**config.mk**
```make
export PLATFORM = sky130hd
export DESIGN_NAME = rf_write_arbiter_flat
export DESIGN_NICKNAME = d
export VERILOG_FILES = /design/src/rtl/rf_write_arbiter_if.sv /design/src/rtl/rf_write_arbiter.sv /design/src/flat_wrapper.sv
export SDC_FILE = /design/constraint.sdc
export NUM_CORES = 1
export LEC_CHECK = 0
export CELL_PAD_IN_SITES_DETAIL_PLACEMENT = 1
export CELL_PAD_IN_SITES_GLOBAL_PLACEMENT = 2
export CORE_UTILIZATION = 19
export CTS_CLUSTER_DIAMETER = 120
export DETAILED_ROUTE_END_ITERATION = 7
export PLACE_DENSITY = 0.75
export SKIP_LAST_GASP = 1
export SLEW_MARGIN = 30
export SYNTH_ARGS = -nofsm -noshare
export SYNTH_HDL_FRONTEND = slang
export SYNTH_SLANG_ARGS = --single-unit
export TNS_END_PERCENT = 50
```
**constraint.sdc**
```tcl
create_clock -name Clk -period 3 [get_ports Clk]
set_clock_uncertainty 0.05 [all_clocks]
set_input_delay 0.9 -clock Clk [delete_from_list [all_inputs] [get_ports Clk]]
set_output_delay 0.9 -clock Clk [all_outputs]
set_load 0.01 [all_outputs]
```
**src/rtl/rf_write_arbiter_if.sv**
```systemverilog
// Request side of the register-file write arbiter: one valid/ready lane per
// writeback source, with destination index and data packed per requester.
interface rf_write_arbiter_if #(
   parameter int NumReq       = 3,
   parameter int AddressWidth = 5,
   parameter int dataWidth    = 32
);
   logic [NumReq-1:0]              req_valid;
   logic [NumReq-1:0]              req_ready;
   logic [NumReq*AddressWidth-1:0] req_addr;
   logic [NumReq*dataWidth-1:0]    req_data;

   modport master (
      output req_valid, req_addr, req_data,
      input  req_ready
   );

   modport slave (
      input  req_valid, req_addr, req_data,
      output req_ready
   );
endinterface

```
**src/rtl/rf_write_arbiter.sv**
```systemverilog
// Round-robin arbiter sharing the single register-file write port among the
// writeback sources; the winning write is registered for one cycle.
module rf_write_arbiter #(
   parameter int dataWidth    = 32,
   parameter int AddressWidth = 5,
   parameter int NumReq       = 3,
   localparam int IdWidth     = $clog2(NumReq)
) (
   input  logic                    Clk,
   input  logic                    reset,
   input  logic                    hold,
   rf_write_arbiter_if.slave       req,
   output logic                    RFwrite,
   output logic [AddressWidth-1:0] RegW,
   output logic [dataWidth-1:0]    dataW,
   output logic [IdWidth-1:0]      grant_id
);

   logic [IdWidth-1:0]      ptr;
   logic [IdWidth-1:0]      win;
   logic [IdWidth-1:0]      cand;
   logic [IdWidth-1:0]      nxt_ptr;
   logic                    found;
   logic                    xfer;
   logic [NumReq-1:0]       ready;
   logic [AddressWidth-1:0] win_addr;
   logic [dataWidth-1:0]    win_data;

   // Scan requesters starting at ptr; the first valid one wins.
   always_comb begin
      win   = '0;
      cand  = '0;
      found = 1'b0;
      ready = '0;
      for (int k = 0; k < NumReq; k++) begin
         cand = IdWidth'((int'(ptr) + k) % NumReq);
         if (!found && req.req_valid[cand]) begin
            found = 1'b1;
            win   = cand;
         end
      end
      // Reset gating keeps req_ready low while reset is held.
      if (found && !hold && reset) begin
         ready[win] = 1'b1;
      end
   end

   assign req.req_ready = ready;
   assign xfer          = found & ~hold & reset;
   assign nxt_ptr       = (win == IdWidth'(NumReq - 1)) ? '0 : win + 1'b1;
   assign win_addr      = req.req_addr[win*AddressWidth +: AddressWidth];
   assign win_data      = req.req_data[win*dataWidth +: dataWidth];

   always_ff @(posedge Clk or negedge reset) begin
      if (!reset) begin
         ptr      <= '0;
         RFwrite  <= 1'b0;
         RegW     <= '0;
         dataW    <= '0;
         grant_id <= '0;
      end else if (xfer) begin
         ptr      <= nxt_ptr;
         RegW     <= win_addr;
         dataW    <= win_data;
         grant_id <= win;
         // x0 writes complete the handshake but never reach the register file.
         RFwrite  <= |win_addr;
      end else begin
         RFwrite  <= 1'b0;
      end
   end

endmodule

```
**src/flat_wrapper.sv**
```systemverilog
// flat-port wrapper written by rule: the top's interface ports become plain ports
module rf_write_arbiter_flat 
#(
   parameter int dataWidth    = 32,
   parameter int AddressWidth = 5,
   parameter int NumReq       = 3,
   localparam int IdWidth     = $clog2(NumReq)
)
  (Clk, reset, hold, RFwrite, RegW, dataW, grant_id, req_req_valid, req_req_addr, req_req_data, req_req_ready);
  rf_write_arbiter_if #(.NumReq(NumReq), .AddressWidth(AddressWidth), .dataWidth(dataWidth)) req_i ();
  input  logic Clk;
  input  logic reset;
  input  logic hold;
  output logic RFwrite;
  output logic [AddressWidth-1:0] RegW;
  output logic [dataWidth-1:0] dataW;
  output logic [IdWidth-1:0] grant_id;
  input wire logic [$bits(req_i.req_valid)-1:0] req_req_valid;
  input wire logic [$bits(req_i.req_addr)-1:0] req_req_addr;
  input wire logic [$bits(req_i.req_data)-1:0] req_req_data;
  output wire logic [$bits(req_i.req_ready)-1:0] req_req_ready;
  assign req_i.req_valid = req_req_valid;
  assign req_i.req_addr = req_req_addr;
  assign req_i.req_data = req_req_data;
  assign req_req_ready = req_i.req_ready;
  rf_write_arbiter #(.dataWidth(dataWidth), .AddressWidth(AddressWidth), .NumReq(NumReq)) u_core (.Clk(Clk), .reset(reset), .hold(hold), .req(req_i), .RFwrite(RFwrite), .RegW(RegW), .dataW(dataW), .grant_id(grant_id));
endmodule
```
### Word level (Yosys, flattened, before mapping)

Cells that the tools add are included.

* bits in registers: 42
* word-level logic and storage cells: 49
* input bits: 117
* output and inout port bits: 43

* muxes and demuxes: 17
* multiply operators: 1
* shift operators: 2
* add/sub/neg operators: 3
* reduce and logical (&&, ||, !) cells: 9
* divide/modulo/power cells: 3
* bitwise gates (word level): 3
* magnitude comparators: 5
* equality and inequality tests: 1

Operators with widths (number)
* $shiftx A96 B8 Y32: 1
* $mod A32 B3 Y32 const B: 2
* $mod A3 B3 Y32 const B: 1
* $shiftx A15 B6 Y5: 1
* $lt A2 B3 Y1 const B: 4
* $mux W1: 8
* $mux W2: 4
* $bmux W1 S2: 3
* $logic_and A1 B1 Y1: 5
* $mul A2 B3 Y5 const B: 1
* $reduce_or A5 Y1: 1
* $add A2 B1 Y3 const B: 1
* $add A2 B2 Y3 const B: 1
* $logic_not A1 Y1: 3
* $mux W3: 1
* $add A2 B1 Y2 const B: 1
* $and A1 B1 Y1: 2
* $demux W1 S2: 1
* $eq A2 B2 Y1 const B: 1
* $ge A2 B1 Y1 const B: 1
* $not A1 Y1: 1

### Depth between registers and ports, before layout

Gate-level depths: netlist of run 1.

* depth after elaboration: 15
* gate-level depth with buffers: 11
* depth with buffers taken out: 8

### Worst setup path before layout of run 1

Ideal clock, no wire load.

* path type: input to output
* start: input req_req_valid[1]
* end: output req_req_ready[2]
* arrival: 2261 ps
* required time: 2050 ps
* buffers on the path: 1
* stages: 6
* path slack: -211 ps
* cell sequence: mux2i_1 nor2_1 a211oi_4 nor2_2 buf_6 nor3_1

* cells in the longest elaborated chain, start to end: 14
* elaborated cells between the ends (all ways): 24
* those cells by class: order compare: 2; mux: 15; reduce/logical: 7

RTL lines
* start, declared: line flat_wrapper.sv:18 `input wire logic [$bits(req_i.req_valid)-1:0] req_req_valid;`
* $bmux W1 S2: line rf_write_arbiter.sv:37 `if (!found && req.req_valid[cand]) begin`
* $mux W1 (implied by the code): line rf_write_arbiter.sv:37
* $mux W1: line rf_write_arbiter.sv:37
* $logic_not A1 Y1: line rf_write_arbiter.sv:37
* $logic_and A1 B1 Y1: line rf_write_arbiter.sv:37
* $mux W1: line rf_write_arbiter.sv:37
* $logic_not A1 Y1: line rf_write_arbiter.sv:37
* $logic_and A1 B1 Y1: line rf_write_arbiter.sv:37
* $mux W2: line rf_write_arbiter.sv:37
* $lt A2 B3 Y1 (implied by the code) or $ge A2 B1 Y1 (tied branches): line rf_write_arbiter.sv:44 `ready[win] = 1'b1;`
* $logic_and A1 B1 Y1 (implied by the code): line rf_write_arbiter.sv:44
* $mux W1 (implied by the code): line rf_write_arbiter.sv:44
* $demux W1 S2
* $mux W3 *: line rf_write_arbiter.sv:43 `if (found && !hold && reset) begin`
* end, declared: line flat_wrapper.sv:21 `output wire logic [$bits(req_i.req_ready)-1:0] req_req_ready;`

Mark *: on every way between the ends. The rest lies on a longest branch, timed or not. The select of a mux whose other input is x is not followed.

### Final worst setup path of run 1

* start: input req_req_valid[0]
* end: output req_req_ready[0]

The elaborated chain is that of the path after synthesis.

==> impl_results.md, run 1 <==
- First-pass GRT wire length: 19700 um
- Layout area overhead: 86.3%
- Synthesis warning total: 0
- Drt first pass iters: 4
- Placer Congestion: ~0.81
- Site Rows: between 40 and 50
- Hold Crit Start: u_core.RegW[3]
- Top-Level Pins: 160
- Failing checks: setup timing
- CTS clk-pin slew, worst paths: about 60 ps
- Crit share post-route: 1.07
- Worst setup path start: req_req_valid[0]
- GRT overflow: 0
- Lkg Pwr: approximately 0.0022 uW
- Worst-Skew Late Latency: roughly 290 ps
- Worst slew margin: 0.610
- Worst EP arrival: approximately 2300 ps
- Most crowded layer after global routing: met2
- Ys async rst share: 1.00
- Routed len/inst: approximately 17 um
- CTS Buffer Depth: 2
- Crit-path max FO: 5
- Die W: 125 um
- Unrepaired setup endpoints after global routing: true
- Largest net degree at the start of global routing: 45
- Sequential share of power: 0.180
- Most common cell after layout, fill and taps aside: clkdlybuf4s50_1
- CP most frequent cell: buf_4
- Initial Utilization: 0.196
- Placed insts: a little over 700
- DR vias/cell: approximately 4.6
- Met1 Use GR: 0.188
- Setup tns final: -618 ps
- CP Cell Sequence: buf_2 -> buf_4 -> mux2_4 -> nand2b_4 -> a211oi_4 -> buf_6 -> nor4_4 -> buf_4
- Clock power frac: 0.132
- Fill count: about 1700
- Post-DRT Antenna Nets: 0
- Slowest-stage cell, CP: nor4_4
- P_sw: 2220 uW
- Syn_nets: 458
- Worst Hold Class: register to register
- # DRC: 0
- CP Buf/Inv Count: 4
- Kind of critical path: primary input to output pin
- Critical Path Max Stage Delay: 340 ps
- Vias post-DR: ~3300
- Slack of the critical path: -219 ps
- Mapped Cells: 337
- Number of global-route vias before repair: ~3700
- Area share of the largest cell type after synthesis: 0.367
- Combinational power share: 0.688
- Worst EP required: slightly above 2000 ps
- Die area: ~16000 um^2
- CP top delay family: buffers and inverters
- Crit Reg-Reg Startpoint: u_core.ptr[1]
- Post-Syn Area per Cell: approximately 8.5 um^2
- CP startpoint kind: primary input
- Main flop type after synthesis: dfrtp_1
- Status: finished, violations left
- Clk Tree Root Cell: clkbuf_16
- Placeable Area: about 15000 um^2
- EDFF count, synth: 0
- Layout Cells excl Fill: approximately 720
- Net Sw Frac: 0.405
- Final setup viols: 3
- DP Worst Slack: -1130 ps
- Clock buffer count from CTS: 5
- Tot Pwr: 5480 uW
- Initial drt markers: 106
- Most frequent cells in the layout: 152 x clkdlybuf4s50_1, 98 x nand2_1, 50 x buf_4, 41 x dfrtp_1, 23 x a21oi_1
- Diodes inserted: 0
- Nets@finish: approximately 660
- Sequential area share after synthesis: 0.367
- Cell Pwr Density: roughly 1000 nW/um^2
- Power Internal: 3260 uW
- Hold_buf cts: 0
- GR Layer Usage met3: 0.0434
- Synth area leaders: dfrtp_1 37%, nand2_1 13%, a31o_1 5.8%, a21oi_1 4.2%, o21ai_1 3.7%
- Final slew viol count: 0
- Initial antenna violation count: 0
- Area leader, netlist: dfrtp_1
- #FFs+latches synth: 42
- GRT Overall Usage: 0.157
- Fmax: 0.311 GHz
- Ratio of cells with drive above 1 in the final layout: 0.203
- VDD IR max: between 0.3 and 0.4 mV
- HPWL Detailed: 9000 um
- Slew @ Worst Pin: roughly 580 ps
- Fin crit period: about 3200 ps
- Netlist cell types: 46
- Overall routed net length: 12000 um
- Synth Cell Area: around 2900 um^2
- Die Height: 125 um
- M2 GR Usage: 0.279
- CP endpoint kind: output pin
- H-Tree Depth: 2
- CTS tree: done
- Hold Vio Cnt, Final: 0
- Max Cap Viol: 0
- Clk sinks: between 40 and 50
- IO buf count: about 160
[path summary, 6_finish.rpt]
| kind | endpoint | depth (start not counted) | slack (ps) |
|---|---|---|---|
| worst max-delay path | req_req_ready[0] | 8 | -220 |
| worst min-delay path | u_core.RegW[3] | 2 | 430 |
| worst max register to register | u_core.dataW[27] | 12 | 210 |
| worst min register to register | u_core.RegW[3] | 2 | 430 |
| max in group asynchronous | u_core.ptr[1] | 2 | 1770 |
| min in group asynchronous | u_core.ptr[0] | 2 | 710 |
[final cells by class]
class / count / area [um^2] / area share
multi-input cells: 261 / 1730 / 0.325
flip-flops and latches: 42 / 1050 / 0.197
inverters: 8 / 30.0 / 0.00563
clock inverters: 3 / 68.8 / 0.0129
well taps: 184 / 230 / 0.0432
clock buffers: 5 / 125 / 0.0235
repair buffers: 219 / 2090 / 0.393
[registers in the layout (all words and copies together) (netlist names)]
signal,flops
u_core.grant_id,2
u_core.dataW,32
u_core.RFwrite,1
u_core.RegW,5
u_core.ptr,2
[power by group through the flow]
stage / registers, uW / logic, uW / clock network [uW]
after global routing: 1030 / 4130 / 770
final: 984 / 3770 / 725
after floorplan: 1100 / 1860 / 0
after detailed placement: 999 / 3610 / 0
after CTS: 992 / 3790 / 756
after global placement: 987 / 3540 / 0
[cell families (layout without fill, tap and decap cells)]
family,Yosys count,after routing,synth area share
fa+ha+maj,4,4,0.0175
compound gates,123,123,0.307
flops,42,42,0.367
mux,8,8,0.0306
simple gates,126,126,0.208
buf+inv,34,235,0.0704
[through the flow]
stage	utilization	hold WS, ps	cell area (um^2)
3_5_place_dp	0.339	424	4950
2_1_floorplan	-	452	2910
6_report	0.365	431	5330
4_1_cts	0.362	440	5280
3_3_place_gp	0.339	414	4950
5_1_grt	0.365	460	5330
[timing repair]
item                                    4_1_cts  5_1_grt
setup buffers                                11        0
endpoints found under the setup margin       15        3
endpoints found under the hold margin         0        0
resized for setup                            47       14
pin swaps                                     8        5
[worst min-delay path, stage by stage (launching register included)]
cell and delay (ps):
dfrtp_1 340, nand2_1 50, o21ai_0 60
[cell usage after synthesis (all sizes together), types with 2 or more instances]
cell type and instances:
mux2i 5, a21o 5, o22ai 2, nor2b 2
inv 8, a21oi 24, clkbuf 4, nor3 4
nand3b 5, o2111ai 4, nand2 99, o311ai 3
o211ai 14, nor3b 2, mux2 3, buf 22
nor2 6, dfrtp 42, a22oi 13, ha 4
nand2b 4, nor4 2, o21ai 29, a32oi 2
nand4b 2, a31o 21
[metal layers]
layer  vias up  wire (um)
met1      1613       5180
met5         -          0
met4         0        120
li1       1610          -
met2       116       5890
met3        10        804
Note: power is estimated with default switching activity, not from simulation.
==> run 2, diff against run 1 <==
Settings changed: CORE_ASPECT_RATIO set to 1.5, CORE_MARGIN set to 1.5.
==> run 2 against run 1 <==
Combinational power is 2% lower. Critical path type unchanged. Design area down 1.0%. Final cell count is 1.9% higher. Setup slack got worse by 62 ps. Sequential power rose by 0.8%. Global-route usage decreased by 0.60 points. Power shrank 4.3%. Largest power group unchanged. Critical path depth unchanged. The run still ends with setup timing left. Critical endpoint is now req_req_ready[1]. Sequential cell count did not move.
==> impl_results.md, run 2 (synthesized netlist as in run 1, its figures left out) <==
- Worst-Skew Late Latency: 290 ps (about the same)
- Worst setup path start: req_req_valid[0]
- Setup tns final: -753 ps (-135 ps)
- Die W: 103 um (-17%)
- Max Cap Viol: 0 (unchanged)
- Worst reg2reg setup slack: 250 ps (+40 ps)
- Die area: 15800 um^2 (+1.7%)
- Placeable Area: 14700 um^2 (+0.50%)
- H-Tree Depth: 2 (unchanged)
- First-pass GRT wire length: 18500 um (-6.2%)
- DR vias/cell: 4.49 (-3.1%)
- Initial drt markers: 82 (-23%)
- Slack of the critical path: -281 ps (-61.9 ps)
- CP most frequent cell: buf_6
- Worst Hold Class: register to register
- CP Buf/Inv Count: 4 (unchanged)
- Lkg Pwr: 0.00217 uW (-1.7%)
- Layout area overhead: 84.4%
- Critical Path Stages: 8 (unchanged)
- Final hold slack: 431 ps (-0.196 ps)
- Ratio of cells with drive above 1 in the final layout: 0.206 (+0.00295)
- Most frequent cells in the layout: 152 x clkdlybuf4s50_1, 98 x nand2_1, 54 x buf_4, 40 x dfrtp_1, 24 x a21oi_1
- Initial Utilization: 0.195 (-0.000971)
- Fill count: 1720 (+0.88%)
- Final setup viols: 3 (unchanged)
- CTS tree: done
- Overall routed net length: 12200 um (+1.9%)
- Top-Level Pins: 160 (unchanged)
- Site Rows: 54 (+23%)
- Terminus of the critical flop-to-flop path: u_core.RFwrite
- Number of global-route vias before repair: 3644 (-2.6%)
- Crit Reg-Reg Startpoint: u_core.ptr[0]
- Final core utilization: 0.360 (-0.00548)
- Top reg by flops: u_core.dataW
- Kind of critical path: primary input to output pin
- Hold Vio Cnt, Final: 0 (unchanged)
- Clk Tree Root Cell: clkbuf_16
- Vias post-DR: 3308 (-1.2%)
- Worst slew margin: 0.591 (-0.0190)
- CP endpoint kind: output pin
- Placer Congestion: 0.886 (+10%)
- Worst EP required: 2050 ps (about the same)
- Max FFs per register: 32 (unchanged)
- Setup crit end: req_req_ready[1]
- Cell Pwr Density: 993 nW/um^2 (-3.4%)
- Final slew viol count: 0 (unchanged)
- CP startpoint kind: primary input
- Fmax: 0.305 GHz (-1.9%)
- Crit share post-route: 1.09 (+0.0206)
- GRT Overall Usage: 0.151 (-0.00604)
- Nets@finish: 660 (+0.30%)
- Worst Reg-to-Reg Cells: 11 (-1)
- IO buf count: 159 (unchanged)
- Clock buffer count from CTS: 5 (unchanged)
- Failing checks: setup timing
- Slowest-stage cell, CP: o311ai_4
- CP Cell Sequence: buf_6 -> mux2_4 -> mux2_4 -> o311ai_4 -> buf_6 -> buf_6 -> nor3_4 -> buf_2
- Diodes inserted: 0 (unchanged)
- Top flop regs: u_core.dataW: 32 flops, u_core.RegW: 5 flops
- Critical Path Max Stage Delay: 320 ps (-20 ps)
- Die Height: 153 um (+23%)
- Unrepaired setup endpoints after global routing: true
- Drt first pass iters: 4 (unchanged)
- Clk sinks: 42 (unchanged)
- Routed len/inst: 16.6 um (about the same)
- Worst EP arrival: 2330 ps (+60 ps)
- Crit-path max FO: 5 (unchanged)
- Largest net degree at the start of global routing: 43 (-4.4%)
- CP top delay family: multiplexers
- GRT overflow: 0 (unchanged)
- VDD IR max: 0.393 mV (+10%)
- Fin crit period: 3280 ps (+61.9 ps)
- Status: finished, violations left
- Most common cell after layout, fill and taps aside: clkdlybuf4s50_1
- Slew @ Worst Pin: 609 ps (+23.9 ps)
- # DRC: 0 (unchanged)
- HPWL Detailed: 9470 um (+5.2%)
- CTS clk-pin slew, worst paths: 60 ps (about the same)
- CTS Buffer Depth: 2 (unchanged)
- Initial antenna violation count: 0 (unchanged)
- Post-DRT Antenna Nets: 0 (unchanged)
## run 2: metrics by stage
step	std cells	worst slack, ps	power (uW)	instance area, um^2
2_1_floorplan	337	-47.8	2960	2910
3_3_place_gp	719	-1080	4510	4970
3_5_place_dp	719	-1130	4580	4970
4_1_cts	736	-300	5300	5250
5_1_grt	736	-350	5660	5280
6_report	736	-281	5240	5280
## run 2: worst min-delay path by stage
stage                       startpoint                  to  slack [ps]  depth (start not counted)
global route          u_core.dataW[20]    u_core.dataW[20]         470                          2
global placement    u_core.grant_id[0]  u_core.grant_id[0]         420                          1
CTS                   u_core.dataW[20]    u_core.dataW[20]         440                          2
floorplan                u_core.ptr[1]       u_core.ptr[1]         450                          1
detailed placement  u_core.grant_id[0]  u_core.grant_id[0]         420                          1
finish              u_core.grant_id[0]  u_core.grant_id[0]         430                          1
## run 2: metal layers
metal  part of all wire  GRT usage
met1               0.38      0.158
met2               0.55      0.290
met3              0.057     0.0343
met4              0.017     0.0450
met5                  0          0
## run 2: area by class of cell
| class | count | area, um^2 | share of cell area |
|---|---|---|---|
| multi-input cells | 261 | 1730 | 0.327 |
| clock inverters | 2 | 13.8 | 0.00261 |
| clock buffers | 6 | 129 | 0.0244 |
| repair buffers | 221 | 2080 | 0.394 |
| well taps | 196 | 245 | 0.0465 |
| flip-flops and latches | 42 | 1050 | 0.200 |
| inverters | 8 | 30.0 | 0.00569 |
## run 2: what timing repair did
action                                  CTS  global route
endpoints found under the hold margin     0             0
hold buffers                              0             0
pin swaps                                 6             3
buffers inserted                          9             0
endpoints found under the setup margin   41             3
resized for setup                        51             6
## run 2: where the power goes
part / internal [uW] / switching (uW)
Combinational: 1880 / 1820
Clock: 309 / 237
Sequential: 837 / 155
==> run 3, diff against run 2 <==
Settings changed: CAP_MARGIN set to 20, CORE_MARGIN 1.5 to unset, SKIP_LAST_GASP 1 to unset.
==> run 3 against run 2 <==
The flow still finishes with violations (setup timing). Via count grew 3.5%. Power up 4.5%. Fmax grew 0.27%.
==> impl_results.md, run 3 (synthesized netlist as in run 1, its figures left out) <==
- Slack of the critical path: -272 ps (+8.77 ps)
- Top-Level Pins: 160 (unchanged)
- HPWL Detailed: 9800 um (+3.5%)
- Final slew viol count: 0 (unchanged)
- Setup tns final: -758 ps (-4.71 ps)
- CP startpoint kind: primary input
- Layout area overhead: 87.7%
- Final setup viols: 3 (unchanged)
- Failing checks: setup timing
- Vias post-DR: 3425 (+3.5%)
- Critical Path Max Stage Delay: 250 ps (-70 ps)
- Diodes inserted: 0 (unchanged)
- CTS tree: done
- Placed insts: 727 (+1.1%)
- Sequential share of power: 0.181 (-0.008)
- Slew @ Worst Pin: 634 ps (+24.7 ps)
- GRT overflow: 0 (unchanged)
- Placer Congestion: 0.852 (-3.8%)
- Placeable Area: 14700 um^2 (unchanged)
- Most frequent cells in the layout: 152 x clkdlybuf4s50_1, 98 x nand2_1, 59 x buf_4, 40 x dfrtp_1, 23 x a21oi_1
- Initial drt markers: 107 (+30%)
- Most common cell after layout, fill and taps aside: clkdlybuf4s50_1
- Hold Vio Cnt, Final: 0 (unchanged)
- VDD IR max: 0.458 mV (+17%)
- Unrepaired setup endpoints after global routing: true
- Tot Pwr: 5480 uW (+4.5%)
- Crit share post-route: 1.09 (-0.00292)
- Worst Hold Class: register to register
- Clk sinks: 42 (unchanged)
- Lkg Pwr: 0.00222 uW (+2.3%)
- CP Cell Sequence: buf_2 -> buf_6 -> mux2i_4 -> o21ai_4 -> buf_6 -> o211a_4 -> nor4_4 -> buf_2
- Largest net degree at the start of global routing: 62 (+44%)
- Nets@finish: 667 (+1.1%)
- Routed len/inst: 17.1 um (+2.9%)
- Combinational power share: 0.702 (-0.004)
- Kind of critical path: primary input to output pin
- Power Internal: 3220 uW (+6.3%)
- Max FFs per register: 32 (unchanged)
- Layout Cells excl Fill: 742 (+0.82%)
- Overall routed net length: 12700 um (+3.7%)
- Post-DRT Antenna Nets: 0 (unchanged)
- Initial antenna violation count: 0 (unchanged)
- Top reg by flops: u_core.dataW
- Die Height: 152 um (-0.65%)
- Ratio of cells with drive above 1 in the final layout: 0.218 (+0.0124)
- Worst EP required: 2050 ps (about the same)
- Footprint of the multi-input gates: 1740 um^2 (+0.51%)
- Cell Pwr Density: 1020 nW/um^2 (+2.7%)
- Worst EP arrival: 2320 ps (about the same)
- Die area: 15600 um^2 (-1.6%)
- Top flop regs: u_core.dataW: 32 flops, u_core.RegW: 5 flops
- Drt first pass iters: 4 (unchanged)
- Clock buffer count from CTS: 5 (unchanged)
- DR vias/cell: 4.62 (+2.7%)
- Fill count: 1715 (-0.29%)
- Initial Utilization: 0.195 (unchanged)
- CP top delay family: buffers and inverters
- CP Buf/Inv Count: 4 (unchanged)
- Worst slew margin: 0.574 (-0.0166)
- Clk Tree Root Cell: clkbuf_16
- Site Rows: 54 (unchanged)
- Crit-path max FO: 4 (-1)
- Die W: 102 um (-0.97%)
- Final core utilization: 0.366 (+0.00640)
- Status: finished, violations left
- Area of placed instances: 5030 um^2 (+1.2%)
- H-Tree Depth: 2 (unchanged)
- Post-route cell area: 5370 um^2 (+1.8%)
- Worst-Skew Late Latency: 290 ps (about the same)
- CP endpoint kind: output pin
- Max Cap Viol: 0 (unchanged)
- Sequential cell area: 1050 um^2 (unchanged)
- Clock power frac: 0.117 (+0.013)
- P_sw: 2260 uW (+2.0%)
- # DRC: 0 (unchanged)
- Number of global-route vias before repair: 3873 (+6.3%)
- Hold_buf cts: 0 (unchanged)
- Fin crit period: 3270 ps (-8.77 ps)
- Fmax: 0.306 GHz (+0.27%)
- GRT Overall Usage: 0.163 (+0.0113)
- CTS clk-pin slew, worst paths: 60 ps (about the same)
- CTS Buffer Depth: 2 (unchanged)
- IO buf count: 159 (unchanged)
- First-pass GRT wire length: 19500 um (+5.4%)
- Slowest-stage cell, CP: o211a_4
- Net Sw Frac: 0.413 (-0.00996)
[run 3: changes by cell type in the layout (fill, tap and decap cells not counted), sizes merged]
cell,delta
clkinv,-2
clkbuf,-1
buf,+8
bufinv,+1
[run 3: cell type report]
| type | instances | share of cell area |
|---|---|---|
| Sequential cell | 42 | 0.196 |
| Timing Repair Buffer | 228 | 0.398 |
| Clock buffer | 6 | 0.0259 |
| Multi-Input combinational cell | 261 | 0.323 |
| Clock inverter | 1 | 0.00559 |
| Inverter | 8 | 0.00559 |
| Tap cell | 196 | 0.0457 |
[run 3: timing repair]
item                                    CTS  global route
buffers inserted                          7             1
resized for setup                        52             2
pin swaps                                11             4
endpoints found under the setup margin   41             3
[run 3: worst min-delay path: stages, from the launching register on]
cell     delay (ps)
dfrtp_1         340
nand2_1          50
o21ai_0          60
[run 3: per-stage QoR]
stage / hold slack [ps] / worst slack [ps]
after global routing: 457 / -351
final: 435 / -272
after floorplan: 452 / -47.8
after detailed placement: 421 / -1140
after CTS: 439 / -280
after global placement: 413 / -1120
[run 3: per-layer routing]
layer  vias up  part of all wire  GRT usage
li1       1622                 -          -
met1      1666              0.37      0.165
met2       113              0.56      0.318
met3        24             0.046     0.0284
met4         0             0.026     0.0599
met5         -                 0          0
[run 3: power groups by stage]
| stage | sequential, uW | clock [uW] | combinational, uW |
|---|---|---|---|
| 6_report | 992 | 640 | 3840 |
| 5_1_grt | 1030 | 685 | 4190 |
| 4_1_cts | 998 | 669 | 3880 |
| 3_5_place_dp | 1000 | 0 | 3680 |
| 3_3_place_gp | 983 | 0 | 3590 |
| 2_1_floorplan | 1100 | 0 | 1860 |
[run 3: path summary, 6_finish.rpt]
kind / startpoint / slack (ps) / cells after the start / to
max in group asynchronous: reset / 1730 / 2 / u_core.ptr[0]
hold / removal: u_core.RegW[2] / 440 / 2 / u_core.RegW[2]
setup / recovery: req_req_valid[1] / -270 / 8 / req_req_ready[0]
min in group asynchronous: reset / 740 / 2 / u_core.dataW[7]
setup reg to reg: u_core.ptr[0] / 170 / 10 / u_core.RFwrite
hold reg to reg: u_core.RegW[2] / 440 / 2 / u_core.RegW[2]
